**config.mk**
```make
export PLATFORM = sky130hd
export DESIGN_NAME = mem_arbiter_flat
export DESIGN_NICKNAME = d
export VERILOG_FILES = /design/src/rtl/mem_arbiter_if.sv /design/src/rtl/mem_arbiter.sv /design/src/flat_wrapper.sv
export SDC_FILE = /design/constraint.sdc
export NUM_CORES = 1
export LEC_CHECK = 0
export BUFFER_PORTS_ARGS = -buffer_cell sky130_fd_sc_hd__buf_4
export CAP_MARGIN = 0
export CORE_UTILIZATION = 45
export CTS_BUF_LIST = sky130_fd_sc_hd__clkbuf_4 sky130_fd_sc_hd__clkbuf_8 sky130_fd_sc_hd__clkbuf_16
export CTS_CLUSTER_SIZE = 12
export DETAILED_ROUTE_END_ITERATION = 8
export GPL_TIMING_DRIVEN = 0
export PLACE_DENSITY = 0.79
export SLEW_MARGIN = 20
export SYNTH_ARGS = -nofsm -noshare
export SYNTH_HDL_FRONTEND = slang
export SYNTH_SLANG_ARGS = --single-unit
export TNS_END_PERCENT = 50
```
**constraint.sdc**
```tcl
create_clock -name clk -period 2.53 [get_ports clk]
set_input_delay 0.1265 -clock clk [delete_from_list [all_inputs] [get_ports clk]]
set_output_delay 0.1265 -clock clk [all_outputs]
set_load 0.03 [all_outputs]
```
**src/rtl/mem_arbiter_if.sv**
```systemverilog
// mem_arbiter_if: requester A/B command handshakes, grant/busy status and the single-port memory pins.
interface mem_arbiter_if #(
   parameter int ADDR_W = 3,
   parameter int DATA_W = 8
);
   logic              req_a, wr_a, ack_a, req_b, wr_b, ack_b;
   logic              gnt_a, gnt_b, busy, mem_we, mem_re;
   logic [ADDR_W-1:0] addr_a, addr_b, mem_addr;
   logic [DATA_W-1:0] wdata_a, rdata_a, wdata_b, rdata_b, mem_din, mem_dout;
   modport slave (
      input  req_a, wr_a, addr_a, wdata_a, req_b, wr_b, addr_b, wdata_b, mem_dout,
      output ack_a, rdata_a, ack_b, rdata_b, gnt_a, gnt_b, busy, mem_we, mem_re, mem_addr, mem_din
   );
   modport master (
      output req_a, wr_a, addr_a, wdata_a, req_b, wr_b, addr_b, wdata_b, mem_dout,
      input  ack_a, rdata_a, ack_b, rdata_b, gnt_a, gnt_b, busy, mem_we, mem_re, mem_addr, mem_din
   );
endinterface

```
**src/rtl/mem_arbiter.sv**
```systemverilog
// mem_arbiter: two-port round-robin arbiter/sequencer for a single-port memory with 1-cycle read latency.
// Define MEM_ARB_FIXED_PRI_EN for fixed priority (A always wins a tie) instead of round-robin.
module mem_arbiter #(
   parameter int ADDR_W = 3,
   parameter int DATA_W = 8
) (
   input logic          clk,
   input logic          rst,
   mem_arbiter_if.slave bus
);
   typedef enum logic [2:0] {IDLE, WR, RD, CAP, DONE} state_t;
   state_t            state_q, state_d;
   logic              own_q, own_d;
   logic [ADDR_W-1:0] addr_q, addr_d;
   logic [DATA_W-1:0] din_q, din_d, rdata_a_q, rdata_a_d, rdata_b_q, rdata_b_d;
   logic              take, pick_b;
   assign take = (state_q == IDLE) & (bus.req_a | bus.req_b);
`ifdef MEM_ARB_FIXED_PRI_EN
   assign pick_b = bus.req_b & ~bus.req_a;
`else
   // ptr_q = 1 means B wins the next tie
   logic ptr_q;
   always_ff @(posedge clk)
      if (rst) ptr_q <= 1'b0;
      else if (take) ptr_q <= ~pick_b;
   assign pick_b = bus.req_b & (~bus.req_a | ptr_q);
`endif
   always_comb begin
      state_d   = state_q;
      own_d     = own_q;
      addr_d    = addr_q;
      din_d     = din_q;
      rdata_a_d = rdata_a_q;
      rdata_b_d = rdata_b_q;
      case (state_q)
         IDLE: if (take) begin
            own_d   = pick_b;
            addr_d  = pick_b ? bus.addr_b : bus.addr_a;
            din_d   = pick_b ? bus.wdata_b : bus.wdata_a;
            state_d = (pick_b ? bus.wr_b : bus.wr_a) ? WR : RD;
         end
         WR:   state_d = DONE;
         RD:   state_d = CAP;
         CAP: begin
            state_d   = DONE;
            rdata_a_d = own_q ? rdata_a_q : bus.mem_dout;
            rdata_b_d = own_q ? bus.mem_dout : rdata_b_q;
         end
         default: state_d = IDLE;
      endcase
   end
   always_ff @(posedge clk) begin
      if (rst) begin
         state_q   <= IDLE;
         own_q     <= 1'b0;
         addr_q    <= '0;
         din_q     <= '0;
         rdata_a_q <= '0;
         rdata_b_q <= '0;
      end else begin
         state_q   <= state_d;
         own_q     <= own_d;
         addr_q    <= addr_d;
         din_q     <= din_d;
         rdata_a_q <= rdata_a_d;
         rdata_b_q <= rdata_b_d;
      end
   end
   assign bus.busy     = state_q != IDLE;
   assign bus.gnt_a    = bus.busy & ~own_q;
   assign bus.gnt_b    = bus.busy & own_q;
   assign bus.ack_a    = (state_q == DONE) & ~own_q;
   assign bus.ack_b    = (state_q == DONE) & own_q;
   assign bus.mem_we   = state_q == WR;
   assign bus.mem_re   = state_q == RD;
   assign bus.mem_addr = addr_q;
   assign bus.mem_din  = din_q;
   assign bus.rdata_a  = rdata_a_q;
   assign bus.rdata_b  = rdata_b_q;
endmodule

```
**src/flat_wrapper.sv**
```systemverilog
// flat-port wrapper written by rule: the top's interface ports become plain ports
module mem_arbiter_flat 
#(
   parameter int ADDR_W = 3,
   parameter int DATA_W = 8
)
  (clk, rst, bus_req_a, bus_wr_a, bus_addr_a, bus_wdata_a, bus_req_b, bus_wr_b, bus_addr_b, bus_wdata_b, bus_mem_dout, bus_ack_a, bus_rdata_a, bus_ack_b, bus_rdata_b, bus_gnt_a, bus_gnt_b, bus_busy, bus_mem_we, bus_mem_re, bus_mem_addr, bus_mem_din);
  mem_arbiter_if #(.ADDR_W(ADDR_W), .DATA_W(DATA_W)) bus_i ();
  input logic clk;
  input logic rst;
  input wire logic [$bits(bus_i.req_a)-1:0] bus_req_a;
  input wire logic [$bits(bus_i.wr_a)-1:0] bus_wr_a;
  input wire logic [$bits(bus_i.addr_a)-1:0] bus_addr_a;
  input wire logic [$bits(bus_i.wdata_a)-1:0] bus_wdata_a;
  input wire logic [$bits(bus_i.req_b)-1:0] bus_req_b;
  input wire logic [$bits(bus_i.wr_b)-1:0] bus_wr_b;
  input wire logic [$bits(bus_i.addr_b)-1:0] bus_addr_b;
  input wire logic [$bits(bus_i.wdata_b)-1:0] bus_wdata_b;
  input wire logic [$bits(bus_i.mem_dout)-1:0] bus_mem_dout;
  output wire logic [$bits(bus_i.ack_a)-1:0] bus_ack_a;
  output wire logic [$bits(bus_i.rdata_a)-1:0] bus_rdata_a;
  output wire logic [$bits(bus_i.ack_b)-1:0] bus_ack_b;
  output wire logic [$bits(bus_i.rdata_b)-1:0] bus_rdata_b;
  output wire logic [$bits(bus_i.gnt_a)-1:0] bus_gnt_a;
  output wire logic [$bits(bus_i.gnt_b)-1:0] bus_gnt_b;
  output wire logic [$bits(bus_i.busy)-1:0] bus_busy;
  output wire logic [$bits(bus_i.mem_we)-1:0] bus_mem_we;
  output wire logic [$bits(bus_i.mem_re)-1:0] bus_mem_re;
  output wire logic [$bits(bus_i.mem_addr)-1:0] bus_mem_addr;
  output wire logic [$bits(bus_i.mem_din)-1:0] bus_mem_din;
  assign bus_i.req_a = bus_req_a;
  assign bus_i.wr_a = bus_wr_a;
  assign bus_i.addr_a = bus_addr_a;
  assign bus_i.wdata_a = bus_wdata_a;
  assign bus_i.req_b = bus_req_b;
  assign bus_i.wr_b = bus_wr_b;
  assign bus_i.addr_b = bus_addr_b;
  assign bus_i.wdata_b = bus_wdata_b;
  assign bus_i.mem_dout = bus_mem_dout;
  assign bus_ack_a = bus_i.ack_a;
  assign bus_rdata_a = bus_i.rdata_a;
  assign bus_ack_b = bus_i.ack_b;
  assign bus_rdata_b = bus_i.rdata_b;
  assign bus_gnt_a = bus_i.gnt_a;
  assign bus_gnt_b = bus_i.gnt_b;
  assign bus_busy = bus_i.busy;
  assign bus_mem_we = bus_i.mem_we;
  assign bus_mem_re = bus_i.mem_re;
  assign bus_mem_addr = bus_i.mem_addr;
  assign bus_mem_din = bus_i.mem_din;
  mem_arbiter #(.ADDR_W(ADDR_W), .DATA_W(DATA_W)) u_core (.clk(clk), .rst(rst), .bus(bus_i));
endmodule
```
## Yosys cells after proc, flatten, opt, wreduce, memory -nomap -nowiden

Cells that the tools add are included.

| word-level totals | value |
|---|---|
| word-level logic and storage cells | 35 |
| input bits | 36 |
| bits in registers | 32 |
| output and inout port bits | 34 |

| cells by class | value |
|---|---|
| bitwise gates (word level) | 11 |
| multiplexer cells | 6 |
| reduce and logical (&&, ||, !) cells | 6 |
| equality and inequality tests | 5 |

Operator list:

| cell | count |
|---|---|
| 3-bit case mux with 3 select lines | 1 |
| 8-bit 2-to-1 mux | 1 |
| 1-bit AND | 6 |
| 3-bit by 2-bit equality test with 1-bit output, second input constant | 2 |
| 3-bit 2-to-1 mux | 2 |
| 2-bit AND reduction | 3 |
| 3-bit by 1-bit equality test with 1-bit output, second input constant | 1 |
| 3-bit equality test, second input constant | 1 |
| 3-bit logical NOT | 1 |
| 1-bit NOT | 3 |
| 3-bit nonzero test | 1 |
| 2-bit 2-to-1 mux | 1 |
| 2-bit by 1-bit != test with 1-bit output, second input constant | 1 |
| 1-bit OR | 2 |
| 2-bit OR reduction | 1 |
| 1-bit 2-to-1 mux | 1 |

## Longest topological paths before layout

| logic depth | value |
|---|---|
| depth after elaboration | 7 |
| mapped depth | 6 |

## Least setup slack after synthesis

Ideal clock, no wire load.

| timing path | value |
|---|---|
| path type | flip-flop to output port |
| start point | register u_core.state_q[1] |
| end point | output bus_ack_a |
| buffers on the path | 1 |
| data required time | 2,404 ps |
| cell stages (with the launch flop) | 3 |
| arrival time | 1,574 ps |
| setup slack | 829 ps |
| cell sequence | dfxtp_1 clkbuf_1 nor4b_1 |

| on the way | value |
|---|---|
| cells in the longest elaborated chain, start to end | 2 |

RTL lines:

| item | line | source |
|---|---|---|
| from (decl) | mem_arbiter.sv:12 | `state_t state_q, state_d;` |
| from (signal assigned) | mem_arbiter.sv:61 | `state_q <= state_d;` |
| 3-bit equality test | mem_arbiter.sv:72 | `assign bus.ack_a = (state_q == DONE) & ~own_q;` |
| 1-bit AND | mem_arbiter.sv:72 |  |
| to (decl) | flat_wrapper.sv:20 | `output wire logic [$bits(bus_i.ack_a)-1:0] bus_ack_a;` |

No other way between the ends.

## Final worst setup path

| timing path | value |
|---|---|
| start point | register u_core.state_q[0] |
| end point | register u_core.din_q[3] (netlist: u_core.bus.mem_din[3]) |

| on the way | value |
|---|---|
| cells in the longest elaborated chain, start to end | 3 |

RTL lines:

| item | line | source |
|---|---|---|
| 3-bit logical NOT (*) | mem_arbiter.sv:17, mem_arbiter.sv:35 |  |
| 1-bit AND | mem_arbiter.sv:17 | `assign take = (state_q == IDLE) & (bus.req_a \| bus.req_b);` |
| 2-bit AND reduction (no line) (*) | - |  |
| to (signal assigned) | mem_arbiter.sv:64 | `din_q <= din_d;` |
| to (decl) | mem_arbiter.sv:15 | `logic [DATA_W-1:0] din_q, din_d, rdata_a_q, rdata_a_d, rdata_b_q, rdata_b_d;` |

Mark *: on every way between the ends. The rest lies on a longest branch, timed or not.
A chain may end at the register's enable or synchronous reset.

==> summary.md <==
| Metric | Value |
|---|---|
| Pwr Density | `between 600 and 700 nW/um^2` |
| Most frequent cells in the layout | `buf_4, dfxtp_1, inv_1, nand2_1, nor2_1` |
| Crit-path max cell delay | `just under 0.4 ns` |
| Setup Buffers After CTS | `0` |
| Total CTS buffers | `5` |
| Detailed-route DRC error count | `4` |
| Final ANT Viol Nets | `0` |
| R2R Path Start | `u_core.state_q[0]$_SDFFE_PP0P_` |
| Final setup viols | `0` |
| Clock Latency Late Sink | `0.33 ns` |
| DP Wirelength | `approximately 2500 um` |
| IO Count | `70` |
| Synth Net Count | `194` |
| Final Max Slew Viols | `0` |
| Yosys warnings | `0` |
| Share of the synthesized area in the top cell type | `approximately 46%` |
| Sw Share | `about a third` |
| Max stage delay cell, worst path | `or3_4` |
| CP Cell Sequence | `buf_6 > nor3_4 > inv_2 > or3_4 > buf_6 > a222oi_1` |
| Fraction of layout cells with a size suffix above 1 | `36.6%` |
| Ranking of synthesized cells by area | `dfxtp_1, a222oi_1, inv_1` |
| Clk pwr share | `approximately a quarter` |
| Area delta synth->final | `44.8%` |
| Multi-input gate area | `roughly 600 sq um` |
| HP Class | `in -> reg` |
| RSZ-0062 raised after global routing | `false` |
| Slew @ Worst Pin | `between 0.6 and 0.7 ns` |
| Grt ovf | `0` |
| Cell variety after synth | `31` |
| CP Class | `reg -> reg` |
| Cell taking the most area after synthesis | `dfxtp_1` |
| Hold WS | `0.0241 ns` |
| Max rail drop VDD | `roughly 0.5 mV` |
| Number of global-route vias before repair | `1322` |
| Hold path start | `bus_req_b` |
| Cts repair resizes | `0` |
| # diodes | `0` |
| Drt first pass iters | `8` |
| Worst Setup Start Kind | `register` |
| FMAX | `roughly 570 MHz` |
| Core Util, Final | `70.6%` |
| Syn Inst Count | `158` |
| Die Wd | `57.6 um` |
| Failing checks | `design-rule violations` |
| DR WL/cell | `12.6 um` |
| Finished Layout Cells | `266` |
| Post-Syn Area | `between 1000 and 1500 sq um` |
| Placed insts | `between 200 and 300` |
| CTS Root Cell | `clkbuf_4` |
| Nets | `270` |
| CTS hold repair buffers | `0` |
| P_leak | `about 0.95 nW` |
| CTS tree | `done` |
| Clk slew on worst S/H paths | `approximately 0.1 ns` |
| Final instance area | `approximately 2000 sq um` |
| IO buf count | `slightly below 70` |
| Setup TNS | `0 ns` |
| Final worst-path cycle share | `between 60% and 70%` |
| Pin count of the biggest net entering global routing | `11` |
| Longest Clk Path Bufs | `2` |
| Most used cell, CP | `buf_6` |
| Sequential fraction of design power | `roughly 45%` |
| Ys flop type | `dfxtp_1` |
| Core Rows | `19` |
| CTS sink cnt | `32` |
| FFs w/ async S/R, synth | `0%` |
| Most common cell after layout, fill and taps aside | `buf_4` |
| Int Power | `around 900 uW` |
| Fill cells | `roughly 230` |
| Initial antenna violation count | `0` |
| Iteration-0 DRC Markers | `between 80 and 90` |
| Max-cap violations | `0` |
| Clock Skews | `about 0.017 ns` |
| Core area | `about 2900 sq um` |
| Via density | `about 5.2` |
| Comb pwr share | `slightly below 30%` |
| Crit. Startpoint | `u_core.state_q[0]$_SDFFE_PP0P_` |
| Global Route Usage Sum | `approximately 22%` |
| Post-synth EDFFs | `0` |
| Overall routed net length | `between 3000 and 4000 um` |
| Avg Inst Size Synth | `about 8.8 sq um` |
| Register bit count reported by yosys | `32` |
| Die Y | `between 50 and 60 um` |
| Register area | `around 640 sq um` |
| Arrival time at the worst endpoint | `1.98 ns` |
| Critical path peak fanout | `10` |
| Worst EP required | `about 2.8 ns` |
| Initial Utilization | `a little under 50%` |
| Placed Instance Area | `slightly below 2000 sq um` |
| Routed via count | `around 1.4k` |
| Crit-path leading delay family | `simple AND/OR/NAND/NOR gates` |
| Sw power | `a little over 400 uW` |
| Status | `finished, violations left` |
| Die area | `3320 sq um` |
| Period minus WS final | `1.75 ns` |
| H-tree Lvls | `2` |
| Final Hold Viols | `0` |
| Register area share after synthesis | `between 40% and 50%` |
| Setup crit end kind | `register` |
| First-pass GRT wire length | `5580 um` |
| WP buf/inv | `3` |
| Placer Congestion | `0.762` |
| Worst slew margin | `a little under three fifths` |
[layout make-up]
cell class	count	share of cell area, %
Multi-Input combinational cell	94	30.4
Timing Repair Buffer	69	25.7
Sequential cell	32	31.8
Clock buffer	8	3.29
Tap cell	31	1.93
Inverter	23	4.29
Buffer	9	2.55
[worst register-to-register path, cell delays in order, from the launching register on]
cell and delay, ns:
dfxtp_1 0.32, buf_6 0.13, nor3_4 0.27, inv_2 0.11, or3_4 0.39, buf_6 0.15
a222oi_1 0.28
[path summary, 6_finish.rpt]
path	slack, ns	to	depth (start not counted)
setup / recovery	0.78	u_core.bus.mem_din[3]$_SDFFE_PP0P_	6
hold reg to reg	0.46	u_core.bus.rdata_b[2]$_SDFFE_PP0P_	2
setup reg to reg	0.78	u_core.bus.mem_din[3]$_SDFFE_PP0P_	6
hold / removal	0.02	u_core.ptr_q$_SDFFE_PP0P_	2
[cells by family after synthesis]
| logic type | count (synthesis) | share of synthesized area, % |
|---|---|---|
| mux | 8 | 5.76 |
| flops | 32 | 46.1 |
| buf+inv | 32 | 9.90 |
| simple gates | 57 | 22.2 |
| compound gates | 29 | 16.0 |
[per-stage QoR]
| stage | total power, mW | setup WS, ns |
|---|---|---|
| 6_report | 1.28 | 0.781 |
| 5_1_grt | 1.36 | 0.654 |
| 4_1_cts | 1.30 | 0.793 |
| 3_5_place_dp | 0.973 | 0.835 |
| 3_3_place_gp | 0.962 | 0.830 |
| 2_1_floorplan | 0.817 | 0.829 |
[power by group through the flow]
stage / Sequential (mW) / Combinational, mW / Clock, mW
final: 0.583 / 0.378 / 0.323
after global routing: 0.589 / 0.403 / 0.363
after CTS: 0.583 / 0.380 / 0.335
after detailed placement: 0.594 / 0.379 / 0
after global placement: 0.590 / 0.372 / 0
after floorplan: 0.663 / 0.154 / 0
[metal layers]
| metal | GRT usage (%) | vias up | routed length, um |
|---|---|---|---|
| met4 | 8.36 | 0 | 40 |
| met2 | 40.4 | 59 | 1630 |
| li1 | - | 693 | - |
| met3 | 8.16 | 4 | 287 |
| met1 | 23.0 | 632 | 1400 |
| met5 | 0 | - | 0 |
[cells in the mapped netlist, drive strengths merged, types with 2 or more instances]
cell and number:
dfxtp 32, inv 23, nand2 16, nor2 14, nand2b 13, a21oi 10, a222oi 10, mux2i 8
clkbuf 5, nor3 5, buf 4, nor4bb 2
[state kept, by name (all words and copies together), names as in the netlist]
| signal | count |
|---|---|
| u_core.bus.rdata_b | 8 |
| u_core.ptr_q | 1 |
| u_core.own_q | 1 |
| u_core.bus.mem_din | 8 |
| u_core.state_q | 3 |
| u_core.bus.rdata_a | 8 |
| u_core.bus.mem_addr | 3 |
No activity file was read; power rests on OpenSTA's default activity.
